===== src/rtl/key_decoder.sv =====
// PS/2 scancode parser that tracks make/break of the four extended arrow keys
// and drives a one-hot command of the most recently pressed, still-held arrow.
module key_decoder #(
   parameter int          TIMEOUT_CYCLES = 65000,
   parameter logic [7:0]  CODE_UP        = 8'h75,
   parameter logic [7:0]  CODE_DOWN      = 8'h72,
   parameter logic [7:0]  CODE_LEFT      = 8'h6B,
   parameter logic [7:0]  CODE_RIGHT     = 8'h74
) (
   input  logic       pclk,
   input  logic       rst,
   input  logic [7:0] rx_data,
   input  logic       rx_valid,
   output logic [3:0] key,
   output logic [3:0] held,
   output logic       parse_err
);

   localparam int CW = $clog2(TIMEOUT_CYCLES + 1);
   localparam logic [CW-1:0] CNT_LAST = CW'(TIMEOUT_CYCLES - 2);

   typedef enum logic [1:0] {IDLE, EXT, BRK, EXT_BRK} state_t;

   state_t        state;
   logic [CW-1:0] cnt;
   logic          last_valid;
   logic [1:0]    last_idx;

   logic       arrow_hit;
   logic [1:0] arrow_idx;
   logic [3:0] held_n;
   logic [3:0] key_n;
   logic       last_valid_n;
   logic [1:0] last_idx_n;
   logic       timeout_hit;

   always_comb begin
      arrow_hit = 1'b1;
      arrow_idx = 2'd0;
      case (rx_data)
         CODE_UP:    arrow_idx = 2'd0;
         CODE_DOWN:  arrow_idx = 2'd1;
         CODE_LEFT:  arrow_idx = 2'd2;
         CODE_RIGHT: arrow_idx = 2'd3;
         default:    arrow_hit = 1'b0;
      endcase
   end

   // Selection uses the post-byte bitmap so key tracks held with the same latency;
   // a released last-pressed key falls back to the fixed priority up>down>left>right.
   always_comb begin
      held_n       = held;
      last_valid_n = last_valid;
      last_idx_n   = last_idx;
      key_n        = 4'b0000;
      if (rx_valid && arrow_hit) begin
         if (state == EXT) begin
            held_n[arrow_idx] = 1'b1;
            last_valid_n      = 1'b1;
            last_idx_n        = arrow_idx;
         end else if (state == EXT_BRK) begin
            held_n[arrow_idx] = 1'b0;
         end
      end
      if (last_valid_n && held_n[last_idx_n]) begin
         key_n = 4'b0001 << last_idx_n;
      end else if (held_n != 4'b0000) begin
         last_valid_n = 1'b1;
         if (held_n[0])      last_idx_n = 2'd0;
         else if (held_n[1]) last_idx_n = 2'd1;
         else if (held_n[2]) last_idx_n = 2'd2;
         else                last_idx_n = 2'd3;
         key_n = 4'b0001 << last_idx_n;
      end else begin
         last_valid_n = 1'b0;
         last_idx_n   = 2'd0;
      end
   end

   assign timeout_hit = !rx_valid && (state != IDLE) && (cnt == CNT_LAST);

   // A byte arriving in the expiry cycle wins: it clears the counter and suppresses the error.
   always_ff @(posedge pclk) begin
      if (rst) begin
         state      <= IDLE;
         cnt        <= '0;
         held       <= 4'b0000;
         key        <= 4'b0000;
         last_valid <= 1'b0;
         last_idx   <= 2'd0;
         parse_err  <= 1'b0;
      end else begin
         held       <= held_n;
         key        <= key_n;
         last_valid <= last_valid_n;
         last_idx   <= last_idx_n;
         parse_err  <= timeout_hit;
         if (rx_valid) begin
            cnt <= '0;
            case (state)
               IDLE: begin
                  if (rx_data == 8'hE0)      state <= EXT;
                  else if (rx_data == 8'hF0) state <= BRK;
                  else                       state <= IDLE;
               end
               EXT: begin
                  if (rx_data == 8'hF0)      state <= EXT_BRK;
                  else if (rx_data == 8'hE0) state <= EXT;
                  else                       state <= IDLE;
               end
               default: state <= IDLE;
            endcase
         end else if (state != IDLE) begin
            if (timeout_hit) begin
               state <= IDLE;
               cnt   <= '0;
            end else begin
               cnt <= cnt + CW'(1);
            end
         end else begin
            cnt <= '0;
         end
      end
   end

endmodule


===== config.mk =====
export PLATFORM = sky130hd
export DESIGN_NAME = key_decoder
export DESIGN_NICKNAME = d
export VERILOG_FILES = /design/src/rtl/key_decoder.sv
export SDC_FILE = /design/constraint.sdc
export NUM_CORES = 1
export LEC_CHECK = 0
export ABC_AREA = 1
export BUFFER_PORTS_ARGS = -buffer_cell sky130_fd_sc_hd__buf_4
export CAP_MARGIN = 5
export CORE_ASPECT_RATIO = 1.5
export CORE_MARGIN = 2
export CORE_UTILIZATION = 50
export CTS_CLUSTER_SIZE = 24
export DETAILED_ROUTE_END_ITERATION = 12
export GPL_TIMING_DRIVEN = 0
export PLACE_DENSITY = 0.7
export RECOVER_POWER = 25
export SETUP_SLACK_MARGIN = 0.02
export SLEW_MARGIN = 20
export SYNTH_ARGS = -nofsm -noshare
export SYNTH_HDL_FRONTEND = slang
export SYNTH_SLANG_ARGS = --single-unit

===== constraint.sdc =====
create_clock -name pclk -period 2.2 [get_ports pclk]
set_clock_uncertainty 0.1 [all_clocks]
set_input_delay 0.33 -clock pclk [delete_from_list [all_inputs] [get_ports pclk]]
set_output_delay 0.33 -clock pclk [all_outputs]
set_load 0.02 [all_outputs]

; After elaboration in Yosys (flattened, before gate mapping)
; Cells that the tools add are included.
[classes]
add_sub_neg = 1
n_lt_le_gt_ge = 3
n_eq_ne = 9
shifts = 2
muxes = 32
bitwise_logic = 4
reduce_logical = 14
[ops]
columns = cell, n
row1 = "8-bit by 7-bit == test with 1-bit output, second input constant", 4
row2 = 2-bit two-way mux, 14
row3 = 4-bit two-way mux, 5
row4 = "16-bit by 1-bit adder with 16-bit output, second input constant", 1
row5 = "16-bit == test, second input constant", 1
row6 = "8-bit == test, second input constant", 2
row7 = 1-bit two-way mux, 9
row8 = 4-bit OR reduction, 2
row9 = "1-bit by 2-bit << shifter with 4-bit output, first input constant", 2
row10 = "2-bit by 3-bit less-than comparator with 1-bit output, second input constant", 2
row11 = 2-bit case mux with 3 select lines, 1
row12 = 2-bit nonzero test, 3
row13 = 1-bit logical AND, 5
row14 = 4-bit AND, 1
row15 = 4-bit inverter, 1
row16 = 4-bit OR, 1
row17 = 2-bit case mux with 2 select lines, 1
row18 = 4-bit nonzero test, 1
row19 = 1-bit binary-select mux with 2-bit select, 1
row20 = 1-bit demux with 2-bit select, 1
row21 = "2-bit by 1-bit == test with 1-bit output, second input constant", 1
row22 = "2-bit == test, second input constant", 1
row23 = "2-bit by 1-bit >= comparator with 1-bit output, second input constant", 1
row24 = 2-bit logical NOT, 1
row25 = other kinds (3), 3
[word_totals]
register_bits = 30
in_bits = 11
out_inout_bits = 9
elab_cells = 72

; Longest topological paths before layout
; Gate-level depths: netlist (run 1).
[logic_depth]
depth_word = 19
mapped_depth = 18

; Worst setup path after synthesis (run 1)
; No wires, ideal clock.
[synth_timing]
path_type = in2reg
start = in rx_data[7]
end = reg key[2]
setup_time_ps = 113
arrival_time_ps = 1566
required_ps = 1987
setup_slack_ps = 421
cell_stages = 16
path_cell_list = inv_1 -> nand2_2 -> nor2_4 -> nand2_2 -> nand2_2 -> inv_2 -> nand2_4 -> nand3_1 -> nand2_4 -> inv_2 -> nand3_1 -> nand2_1 -> o21bai_4 -> nand2_1 -> nand2_1 -> nor2_1
[synth_between]
elab_chain_len = 19
[synth_lines]
columns = element, line
row1 = "start, declared", 12  ; input logic [7:0] rx_data,
row2 = 8-bit by 7-bit == test with 1-bit output, 40  ; case (rx_data)
row3 = 2-bit case mux with 3 select lines, 40
row4 = 2-bit by 3-bit less-than comparator with 1-bit output (not written as such) / 2-bit by 1-bit >= comparator with 1-bit output (equally long branches), "58, 62"
row5 = 1-bit logical AND (not written as such), "58, 62"
row6 = 1-bit two-way mux (not written as such), "58, 62"
row7 = 1-bit demux with 2-bit select, "58, 62"
row8 = 4-bit inverter (no line), -
row9 = 4-bit AND (no line), -
row10 = [... 3 more ...], -
row11 = 1-bit two-way mux, 71  ; else if (held_n[2]) last_idx_n = 2'd2;
row12 = 2-bit two-way mux, 70  ; else if (held_n[1]) last_idx_n = 2'd1;
row13 = 2-bit two-way mux, 69  ; if (held_n[0]) last_idx_n = 2'd0;
row14 = 2-bit two-way mux, 67  ; end else if (held_n != 4'b0000) begin
row15 = 2-bit two-way mux, 65  ; if (last_valid_n && held_n[last_idx_n]) begin
row16 = 1-bit by 2-bit << shifter with 4-bit output, 73  ; key_n = 4'b0001 << last_idx_n;
row17 = 4-bit two-way mux, 67
row18 = 4-bit two-way mux *, 65
row19 = "end signal, assigned", 94  ; key <= key_n;
row20 = "end, declared", 14  ; output logic [3:0] key,
; Mark *: on every way between the ends. The rest lies on a longest branch, timed or not. The select of a mux whose other input is x is not followed.
; A chain may end at the register's enable or synchronous reset.

; Worst setup path in the final report (run 1)
[layout_timing]
start = reg cnt[0]
end = reg cnt[15]
[layout_between]
elab_chain_len = 3
[layout_lines]
columns = element, line
row1 = "start, declared", 25  ; logic [CW-1:0] cnt;
row2 = "start signal, assigned", 118  ; cnt <= cnt + CW'(1);
row3 = branches (longest 3 deep; another with 16-bit by 1-bit adder with 16-bit output), -
; Parallel ways; which one is timed is not known.

==> impl_results.md, run 1 <==
* FFs w/ async S/R, synth at 0
* PD cells at 547.8 mW/mm2
* Die width at 52.98 um
* Starting Density at 0.5267
* Die height at 77.47 um
* Synth Flop Type: dfxtp_1
* Required @ worst endpoint at 2270 ps
* Worst slew margin relative to its limit at 0.7121
* Post-DP HPWL at 2.991 mm
* Synthesized instance count at 275
* Post-Route WL at 3.826 mm
* HP Class: in -> reg
* WL per Instance at 11.03 um
* Hold Path Stages at 2
* Top-count cell post-synth: nand2_1
* Fmax achieved at 506.3 MHz
* Top cells by area, synth: dfxtp_1, nand2_1, inv_1, nor2_1, nand3_1
* Status: completed
* Diode count at 0
* # clock sinks at 30
* H-tree depth at 2
* Register area share after synthesis at 0.3338
* Post-layout util at 0.6139
* DR vias at 1,747
* Largest net degree at the start of global routing at 11
* GRT Total Usage at 0.2151
* I/O pin cnt at 20
* Drt drc at 0
* Die area at 0.004104 mm2
* DR vias/cell at 5.035
* Worst-path fanout max at 10
* Vias in the first global route at 1,702
* R2r worst-path depth at 10
* Nets at 317
* Post-route ant nets at 0
* Core Area at 0.003416 mm2
* Max Slew Vio Count at 0
* RSZ-0062 raised after global routing: no
* Cell taking the most area after synthesis: dfxtp_1
* Inserted Clock Buffers at 5
* Yosys reg bits at 30
* Yosys cell types at 32
* Netlist Area Pre-Place at 0.001799 mm2
* Final Hold Vio Count at 0
* Initial antenna violation count at 0
* Count of final setup violators at 0
* Clock transition at path regs at 60 ps
* Fillers at 362
* Layout cells sized above 1 at 0.1836
* Critical Path Start Type: register
* Crit. End Element: register
* Kind of critical path: reg -> reg
* Worst VDD drop at 0.0004717 V
* P_leak at 0.8841 nW
* CTS tree: done
* Top cell type's share of synthesized area at 0.3338
* First-pass GRT wire length at 6.817 mm
* Most frequent cells after synthesis: nand2_1, inv_1, nor2_1
* Worst path arrival time at 2040 ps
* Synth Area per Inst at 6.543 um2
* First-pass DRT Iterations at 4
* GPL Wtd Cong at 0.8438
* Post-synth EDFFs at 0
* Longest Clk Path Bufs at 2
* Grt total ovfl at 0
* Total power at 0.001149 W
* YS warnings at 0
* 1st-iter DRT viols at 39
* TNS Setup at 0 ps
* Post-Syn Nets at 288
* Hold Crit Start: rst
* Latest clock arrival within the worst-skew pair at 280 ps
* Final worst-path cycle share at 0.8978
* Max cap viols at 0
* I/O Buffers at 19
* Final min period at 1975 ps
* Root buf cell: clkbuf_8
* RR Startpoint: cnt[0]$_SDFF_PP0_
* Worst flop-to-flop path endpoint: cnt[15]$_SDFF_PP0_
* Worst Tran Pin Value at 431.8 ps
* Setup slack, reg-to-reg at 220 ps
* Synth-to-Final Area Change at 16.55%
* Worst Hold End: state[1]$_SDFFE_PP0P_
* Std cell rows at 26
-- area by class of cell --
cell class,instances,area (um2),area share
plain buffers,2,8.758,0.004177
repair buffers,22,131.4,0.06265
flip-flops and latches,30,600.6,0.2864
clock buffers,5,68.82,0.03282
clock inverters,3,40.04,0.01909
well taps,42,52.55,0.02506
inverters,42,157.7,0.07518
multi-input cells,201,1037,0.4946
-- registers in the layout, indices dropped and copies added, names as in the netlist --
signal	count
cnt	16
held	4
key	4
last_idx	2
state	2
last_valid	1
parse_err	1
-- per-layer routing --
layer | global-route usage | part of all wire
met1 | 0.2260 | 0.42
met2 | 0.4025 | 0.54
met3 | 0.04615 | 0.027
met4 | 0.06923 | 0.018
met5 | 0 | 0
-- cells in the final DEF, fill, tap and decap left out, types with 5 or more instances in the layout --
cell / Yosys / final
nand2_4: 5 / 5
nor3_1: 8 / 7
dfxtp_1: 30 / 30
inv_2: 7 / 7
nand2_1: 75 / 75
buf_4: 0 / 13
clkbuf_8: 0 / 5
nand3_1: 19 / 19
nand2_2: 10 / 10
inv_1: 35 / 35
a21oi_1: 12 / 12
clkbuf_1: 1 / 10
nor2_1: 34 / 34
-- worst max path at each step --
stage                     startpoint                 end  slack, ps
2_1_floorplan             rx_data[7]   key[2]$_SDFF_PP0_        420
3_3_place_gp              rx_data[2]   key[1]$_SDFF_PP0_         70
3_5_place_dp              rx_data[4]   key[2]$_SDFF_PP0_         50
4_1_cts            cnt[0]$_SDFF_PP0_  cnt[15]$_SDFF_PP0_        210
5_1_grt        state[0]$_SDFFE_PP0P_   key[2]$_SDFF_PP0_         20
6_report           cnt[0]$_SDFF_PP0_  cnt[15]$_SDFF_PP0_        220
-- cell families (layout without fill, tap and decap cells) --
family          after synthesis  count (layout)  share of synthesized area
flops                        30              30                     0.3338
compound gates               26              26                    0.09041
xor+xnor                      4               4                    0.01948
buf+inv                      44              74                    0.09249
simple gates                169             169                     0.4499
fa+ha+maj                     2               2                    0.01391
-- what timing repair did --
action                                  in CTS  in global routing
buffers inserted                             0                  3
hold buffers                                 0                  0
resized for setup                            0                  1
endpoints found under the setup margin       0                  7
-- worst max-delay path: stages, from the launching register on --
cell and delay [ps]:
dfxtp_1 330, inv_1 60, ha_1 150, nand2_1 50
nor3b_1 250, nand3_1 130, nor2_1 110, nor2_1 70
nand3_1 230, buf_2 290, nor2_1 70
-- per-stage QoR --
step	instances	area (um2)	worst slack [ps]	hold slack [ps]
floorplan	275	1799	421.5	308.5
global placement	336	1994	66.41	340.6
detailed placement	336	1994	49.33	352.0
CTS	344	2103	207.1	141.6
global route	347	2097	17.26	149.5
finish	347	2097	224.9	145.9
-- power breakdown --
part	total [W]	switching (W)	internal, W
sequential	0.000546	0.00000168	0.000544
clock	0.000549	0.000216	0.000333
combinational	0.0000542	0.0000334	0.0000208
Note: power is estimated with default switching activity, not from simulation.
==> inputs of run 2 (changes only) <==
--- a/config.mk
+++ b/config.mk
@@ -6,12 +6,11 @@
 export NUM_CORES = 1
 export LEC_CHECK = 0
 export ABC_AREA = 1
-export BUFFER_PORTS_ARGS = -buffer_cell sky130_fd_sc_hd__buf_4
+export BUFFER_PORTS_ARGS = -buffer_cell sky130_fd_sc_hd__buf_2
 export CAP_MARGIN = 5
 export CORE_ASPECT_RATIO = 1.5
 export CORE_MARGIN = 2
 export CORE_UTILIZATION = 50
-export CTS_CLUSTER_SIZE = 24
 export DETAILED_ROUTE_END_ITERATION = 12
 export GPL_TIMING_DRIVEN = 0
 export PLACE_DENSITY = 0.7
==> impl_results.md, run 2 (synthesis gave the netlist of run 1 again) <==
* Final min period at 1933 ps (was 1975 ps)
* Vias in the first global route at 1,645 (was 1,702)
* Layout cells sized above 1 at 0.1869 (was 0.1836)
* Comb pwr share at 0.047 (about the same)
* CP cell instances: inv_1 > nor2_4 > buf_4 > nand2_1 > o21ai_2 > nand2_2 > nand2_4 > nor2_1 > nand2_1 > nand2_2 > o21bai_4 > nand2_1 > a21oi_1 (was inv_1 > ha_1 > nand2_1 > nor3b_1 > nand3_1 > nor2_1 > nor2_1 > nand3_1 > buf_2 > nor2_1)
* I/O pin cnt at 20 (unchanged)
* Starting Density at 0.5267 (unchanged)
* Final Hold Vio Count at 0 (unchanged)
* Longest Clk Path Bufs at 2 (unchanged)
* First-pass DRT Iterations at 5 (was 4)
* Die area at 0.004104 mm2 (unchanged)
* RR Startpoint: state[0]$_SDFFE_PP0P_ (was cnt[0]$_SDFF_PP0_)
* Post-route ant nets at 0 (unchanged)
* Worst Tran Pin Value at 439.9 ps (was 431.8 ps)
* Diode count at 0 (unchanged)
* CTS tree: done (unchanged)
* H-tree depth at 2 (unchanged)
* Die width at 52.98 um (unchanged)
* Initial antenna violation count at 0 (unchanged)
* Crit. End Element: register (unchanged)
* # clock sinks at 30 (unchanged)
* Fmax achieved at 517.3 MHz (was 506.3 MHz)
* First-pass GRT wire length at 6.561 mm (was 6.817 mm)
* PD cells at 505.9 mW/mm2 (was 547.8 mW/mm2)
* Post-DP Area at 0.001947 mm2 (was 0.001994 mm2)
* Clock transition at path regs at 60 ps (about the same)
* Max Slew Vio Count at 0 (unchanged)
* Clock group share of total power at 0.429 (was 0.478)
* Largest net degree at the start of global routing at 11 (unchanged)
* Commonest cells after routing, fill and taps aside: nand2_1, inv_1, nor2_1 (unchanged)
* HP Class: in -> reg (unchanged)
* Latest clock arrival within the worst-skew pair at 280 ps (about the same)
* Crit path top cell by count: nand2_1 (was nor2_1)
* Root buf cell: clkbuf_8 (unchanged)
* RSZ-0062 raised after global routing: no (unchanged)
* Nets at 317 (unchanged)
* CTS hold repair buffers at 0 (unchanged)
* Count of final setup violators at 0 (unchanged)
* GPL Wtd Cong at 0.8531 (was 0.8438)
* Die height at 77.47 um (unchanged)
* Required @ worst endpoint at 2310 ps (was 2270 ps)
* Core Area at 0.003416 mm2 (unchanged)
* Kind of critical path: reg -> reg (unchanged)
* Hold Crit Start: rst (unchanged)
* Inserted Clock Buffers at 5 (unchanged)
* I/O Buffers at 19 (unchanged)
* TNS Setup at 0 ps (unchanged)
* Status: completed (unchanged)
* Sw frac at 0.2213 (was 0.2183)
* Drt drc at 0 (unchanged)
* Grt total ovfl at 0 (unchanged)
* Top flop regs: cnt (16), held (4), key (4) (unchanged)
* Synth-to-Final Area Change at 14.53% (was 16.55%)
* Worst-path fanout max at 9 (was 10)
* Worst slew margin relative to its limit at 0.7067 (was 0.7121)
* Std cell rows at 26 (unchanged)
* GRT Total Usage at 0.2095 (was 0.2151)
* DR vias at 1,727 (was 1,747)
* Internal power at 0.0008118 W (was 0.0008979 W)
* WL per Instance at 10.99 um (was 11.03 um)
* Final Cell Area at 0.002061 mm2 (was 0.002097 mm2)
* Worst path max stage delay at 370 ps (was 330 ps)
* 1st-iter DRT viols at 24 (was 39)
* Slowest cell on crit path: dfxtp_2 (was dfxtp_1)
* Critical Path Start Type: register (unchanged)
* DR vias/cell at 4.977 (was 5.035)
* P_leak at 0.8663 nW (was 0.8841 nW)
* Final worst-path cycle share at 0.8786 (was 0.8978)
* Flop pwr share at 0.524 (was 0.475)
* Setup crit start: state[0]$_SDFFE_PP0P_ (was cnt[0]$_SDFF_PP0_)
* Worst VDD drop at 0.0004979 V (was 0.0004717 V)
* Post-Route WL at 3.814 mm (was 3.826 mm)
* NetSw at 0.0002307 W (was 0.0002507 W)
* Largest register by flop count: cnt (unchanged)
* Max FFs per register at 16 (unchanged)
* Worst path arrival time at 2050 ps (was 2040 ps)
* Commonest non-fill, non-tap cell in the layout: nand2_1 (unchanged)
* Post-DP HPWL at 2.972 mm (was 2.991 mm)
* Max cap viols at 0 (unchanged)
==> run 2: worst paths after layout <==
path	end	slack, ps	cells after the start
setup / recovery	last_idx[1]$_SDFF_PP0_	270	13
hold / removal	state[1]$_SDFFE_PP0P_	170	2
hold reg to reg	cnt[0]$_SDFF_PP0_	360	1
setup reg to reg	last_idx[1]$_SDFF_PP0_	270	13
==> run 2: power groups by stage <==
stage	clock network [W]	registers [W]	logic (W)
2_1_floorplan	0	0.000558	0.0000276
3_3_place_gp	0	0.000558	0.0000483
3_5_place_dp	0	0.000558	0.0000485
4_1_cts	0.000459	0.000546	0.0000487
5_1_grt	0.000490	0.000546	0.0000545
6_report	0.000448	0.000546	0.0000485
==> run 2: cell type report <==
class,count,area (um2)
Buffer,2,8.758
Clock buffer,7,86.33
Clock inverter,1,5.005
Fill cell,362,1355
Inverter,42,157.7
Multi-Input combinational cell,201,1042
Sequential cell,30,601.8
Tap cell,42,52.55
Timing Repair Buffer,22,106.4
==> run 2: through the flow <==
step	power [W]	hold WS, ps	cells	worst slack [ps]	util
6_report	0.001042	169.6	347	267.0	0.6033
3_3_place_gp	0.0006066	341.0	336	73.29	0.5700
3_5_place_dp	0.0006068	355.4	336	49.85	0.5700
4_1_cts	0.001054	166.2	344	168.1	0.5967
2_1_floorplan	0.0005856	308.5	275	421.5	-
5_1_grt	0.001090	173.0	347	47.36	0.6033
==> run 2: worst max-delay path, delay by kind of cell (launching register included) <==
kind | cells | cell delay [ps]
DFF | 1 | 370
and+or+nand+nor | 8 | 800
AOI/OAI and AO/OA | 3 | 360
buffers and inverters | 2 | 250
==> run 2: per-layer routing <==
| metal | up-vias | track usage | share of wire |
|---|---|---|---|
| met1 | 768 | 0.2131 | 0.42 |
| li1 | 925 | - | - |
| met4 | 0 | 0.09231 | 0.017 |
| met3 | 10 | 0.04423 | 0.030 |
| met2 | 24 | 0.3875 | 0.54 |
| met5 | - | 0 | 0 |
==> run 2: timing repair <==
item | CTS | global route
gates resized for setup | 0 | 3
setup endpoints to repair | 0 | 15
buffers inserted | 0 | 3
